**src/rtl/gray_step_sequencer.sv**
```systemverilog
// rtl/gray_step_sequencer.sv - prescaled N-bit up/down Gray-code LED sequencer with load and step/wrap strobes.
// Optional feature: define GRAY_PINGPONG_EN for bouncing count between 0 and max instead of modulo wrap.
module gray_step_sequencer #(
  parameter int N        = 4,
  parameter int DISTANCE = 10
) (
  input  logic         clk,
  input  logic         rst,
  input  logic         en,
  input  logic         dir,
  input  logic         load,
  input  logic [N-1:0] load_val,
  output logic [N-1:0] leds,
  output logic [N-1:0] count_bin,
  output logic         tick,
  output logic         wrap
);

  localparam int              PW      = $clog2(DISTANCE + 1);
  localparam logic [PW-1:0]   PRE_MAX = PW'(DISTANCE);
  localparam logic [N-1:0]    CNT_MAX = '1;

  typedef enum logic {ST_UP, ST_DOWN} dir_state_e;

  dir_state_e    state_q, state_d, step_state;
  logic [PW-1:0] pre_q, pre_d;
  logic [N-1:0]  cnt_q, cnt_d, step_cnt;
  logic [N-1:0]  leds_q, leds_d;
  logic          tick_q, tick_d;
  logic          wrap_q, wrap_d;
  logic          step_wrap;

  // Candidate result of a step, evaluated every cycle and used only when the prescaler expires.
  always_comb begin
    step_cnt   = cnt_q;
    step_wrap  = 1'b0;
    step_state = state_q;
`ifdef GRAY_PINGPONG_EN
    if (state_q == ST_UP) begin
      if (cnt_q == CNT_MAX) begin
        step_cnt   = cnt_q - N'(1);
        step_state = ST_DOWN;
        step_wrap  = 1'b1;
      end else begin
        step_cnt = cnt_q + N'(1);
      end
    end else begin
      if (cnt_q == '0) begin
        step_cnt   = N'(1);
        step_state = ST_UP;
        step_wrap  = 1'b1;
      end else begin
        step_cnt = cnt_q - N'(1);
      end
    end
`else
    step_state = dir ? ST_DOWN : ST_UP;
    if (dir) begin
      step_cnt  = cnt_q - N'(1);
      step_wrap = (cnt_q == '0);
    end else begin
      step_cnt  = cnt_q + N'(1);
      step_wrap = (cnt_q == CNT_MAX);
    end
`endif
  end

  always_comb begin
    pre_d   = pre_q;
    cnt_d   = cnt_q;
    state_d = state_q;
    tick_d  = 1'b0;
    wrap_d  = 1'b0;
    if (load) begin
      cnt_d = load_val;
      pre_d = '0;
`ifdef GRAY_PINGPONG_EN
      state_d = dir ? ST_DOWN : ST_UP;
`endif
    end else if (en) begin
      if (pre_q == PRE_MAX) begin
        pre_d   = '0;
        cnt_d   = step_cnt;
        state_d = step_state;
        tick_d  = 1'b1;
        wrap_d  = step_wrap;
      end else begin
        pre_d = pre_q + PW'(1);
      end
    end
    leds_d = cnt_d ^ (cnt_d >> 1);
  end

  always_ff @(posedge clk or negedge rst) begin
    if (!rst) begin
      pre_q   <= '0;
      cnt_q   <= '0;
      leds_q  <= '0;
      tick_q  <= 1'b0;
      wrap_q  <= 1'b0;
      state_q <= ST_UP;
    end else begin
      pre_q   <= pre_d;
      cnt_q   <= cnt_d;
      leds_q  <= leds_d;
      tick_q  <= tick_d;
      wrap_q  <= wrap_d;
      state_q <= state_d;
    end
  end

  assign leds      = leds_q;
  assign count_bin = cnt_q;
  assign tick      = tick_q;
  assign wrap      = wrap_q;

endmodule

```
**config.mk**
```make
export PLATFORM = sky130hd
export DESIGN_NAME = gray_step_sequencer
export DESIGN_NICKNAME = d
export VERILOG_FILES = /design/src/rtl/gray_step_sequencer.sv
export SDC_FILE = /design/constraint.sdc
export NUM_CORES = 1
export LEC_CHECK = 0
export ABC_AREA = 1
export BUFFER_PORTS_ARGS = -buffer_cell sky130_fd_sc_hd__buf_2
export CAP_MARGIN = 20
export CORE_MARGIN = 1.5
export CORE_UTILIZATION = 55
export DETAILED_ROUTE_END_ITERATION = 12
export HOLD_SLACK_MARGIN = 0.06
export PLACE_DENSITY = 0.94
export SYNTH_ARGS = -nofsm -noshare
export SYNTH_HDL_FRONTEND = slang
export SYNTH_SLANG_ARGS = --single-unit
```
**constraint.sdc**
```tcl
create_clock -name clk -period 4.16 [get_ports clk]
set_input_delay 0.624 -clock clk [delete_from_list [all_inputs] [get_ports clk]]
set_output_delay 0.624 -clock clk [all_outputs]
set_load 0.005 [all_outputs]
```
==> flow_summary.toml <==
[routing]
drc = 0
route.detailed.wl_per_inst_um = 10.70
avgViaCountPerCell = 4.941
ant_nets = 0
firstDrtPassIters = 4
first_iter_violations = 9
drt-total-wl_um = 1445
num_vias = 667

[global_route]
antenna_found_initial = 0
grt_max_degree = 14
grt_pass1_wl_um = 2304
grt_overflow_total = 0
grt_usage = 0.2125
grt_pass1_vias = 592

[critical_path]
path_delay_family = "simple AND/OR/NAND/NOR gates"
cp.required_ns = 4.36
worst-path-buf-inv = 3
slowest_delay_ns = 0.44
crit_path_end_kind = "register"
criticalPathCategory = "in -> reg"
critPathSlowestCell = "fa_1"
worstPathMaxFanout = 5
cp.arrival_ns = 1.83
path_cells = "buf_2 > fa_1 > nand2_1 > inv_1 > nor2_1 > nor2_2 > nor2_1 > nand2_2 > inv_2 > nand2_1 > nand2_1"
crit_path_frequent_cell = "nand2_1"
start_kind = "input pin"

[synthesis]
synth_cell_type_count = 23
avgSynthCellArea_um2 = 7.924
ys_ff_latch = 13
synthesis.area_um2 = 784.5
syn_inst = 99
yosysSeqAreaShare = 0.4147
synth_fp_nets = 113
yosysWarnings = 0

[die]
start_util = 0.5954
rows = 13
die_w_um = 40.77
die_h_um = 40.77
fp.dieArea_um2 = 1662
core-area_um2 = 1318
io_pins = 19

[timing]
fin_hold_ws_ns = 0.2245
worst_pin_slew_ns = 0.3043
max_slew_margin = 0.7971
fin_tns_setup_ns = 0
drv_slew = 0
grt_setup_unrepaired = "false"
hold_viol = 0
finalSetupViolations = 0
fmax_mhz = 615.6
period_minus_slack_ns = 1.625
fin_skew_ns = 0.0005176
min_period_over_period = 0.3905

[power_and_ir_drop]
cellLeakagePower_nw = 0.5283
ir_drop_mv = 0.2513
power_density_nw_per_um2 = 352.4

[cts]
clk_pin_slew_worst_paths_ns = 0.07
cts_setup_buffers = 0
cts_buffers = 3
cts_root_buf = "clkbuf_4"
htreeDepth = 1
ctsLongestPathBuffers = 2
clkSinkCount = 13
cts_tree = "yes"
clk_latency_ns = 0.26
postCtsHoldBufs = 0
cts_resized = 0

[finish]
layout_commonest_cell = "nand2_1"
drive_above_1_share = 0.2583
final_cell_mix = "nand2_1 (25), buf_2 (18), inv_1 (16), dfrtp_1 (13), nor2_1 (10)"
nets = 135
area_growth_pct = 16.27
design_area_um2 = 912.1
antennaDiodeCount = 0

[worst_hold_path]
min_path_type = "in -> async"

[place]
gp_congestion = 0.8103
post_dp_cell_area_um2 = 885.9
dpl.hpwl_um = 1216
portBuffers = 18

[run_status]
status = "complete, no violations"

[job]
maxCapViolations = 0
worst paths after layout:
path	start	endpoint	slack, ns	cells after the start
max	dir	leds[1]	2.54	11
min	rst	tick	0.22	1
max reg2reg	count_bin[0]	leds[1]	2.54	10
min reg2reg	pre_q[0]	pre_q[0]	0.62	2
max in group asynchronous	rst	pre_q[3]	3.73	1
min in group clk	pre_q[0]	pre_q[0]	0.62	2
flip-flops by register name (all words and copies together) (netlist names):
signal / flops
wrap: 1
tick: 1
leds: 3
count_bin: 4
pre_q: 4
where the power goes:
group | internal [mW] | leakage, nW | total (mW) | switching [mW]
sequential | 0.144 | 0.164 | 0.161 | 0.0172
combinational | 0.0353 | 0.349 | 0.0882 | 0.0529
clock | 0.0370 | 0.0150 | 0.0721 | 0.0351
total | 0.216 | 0.528 | 0.321 | 0.105
cells by family (layout without fill, tap and decap cells):
| family | count (synthesis) | count (layout) | synth area share |
|---|---|---|---|
| flip-flops | 13 | 13 | 0.4147 |
| XOR/XNOR | 1 | 1 | 0.01117 |
| buffers and inverters | 19 | 40 | 0.09569 |
| adder cells (fa/ha/maj) | 5 | 5 | 0.08932 |
| AND/OR/NAND/NOR | 53 | 53 | 0.3078 |
| AO/OA/AOI/OAI | 8 | 8 | 0.08134 |
metal layers:
layer  up-vias  part of all wire  track usage
met4         0                 0      0.07500
met2        16              0.53       0.3968
met5         -                 0            0
met3         0             0.037      0.03261
met1       306              0.44       0.2413
li1        345                 -            -
synth_stat cells, drive strengths merged:
master | number | area share
a31oi | 1 | 0.0080
inv | 17 | 0.081
nand4 | 1 | 0.0080
dfrtp | 13 | 0.41
or2 | 1 | 0.0080
fa | 1 | 0.026
nand2 | 29 | 0.16
nand3 | 6 | 0.038
nor4 | 1 | 0.0080
xor2 | 1 | 0.011
nor2 | 13 | 0.072
clkinv | 1 | 0.0048
buf | 1 | 0.0096
o21ai | 3 | 0.048
a21oi | 4 | 0.026
nor3b | 1 | 0.0096
nor3 | 1 | 0.0064
ha | 4 | 0.064
through the flow:
step	util	power (mW)	setup slack [ns]	cells
after floorplan	-	0.2196	2.483	99
after global placement	0.6724	0.2431	2.290	131
after detailed placement	0.6724	0.2524	2.250	131
after CTS	0.6923	0.3238	2.523	135
after global routing	0.6923	0.3457	2.376	135
final	0.6923	0.3215	2.535	135
layout make-up:
type	instances	area, µm²
Clock buffer	4	26.28
Fill cell	118	405.4
Inverter	18	67.56
Multi-Input combinational cell	67	384.1
Sequential cell	13	325.3
Tap cell	15	18.77
Timing Repair Buffer	18	90.09
Power figures use the tool's default switching activity.
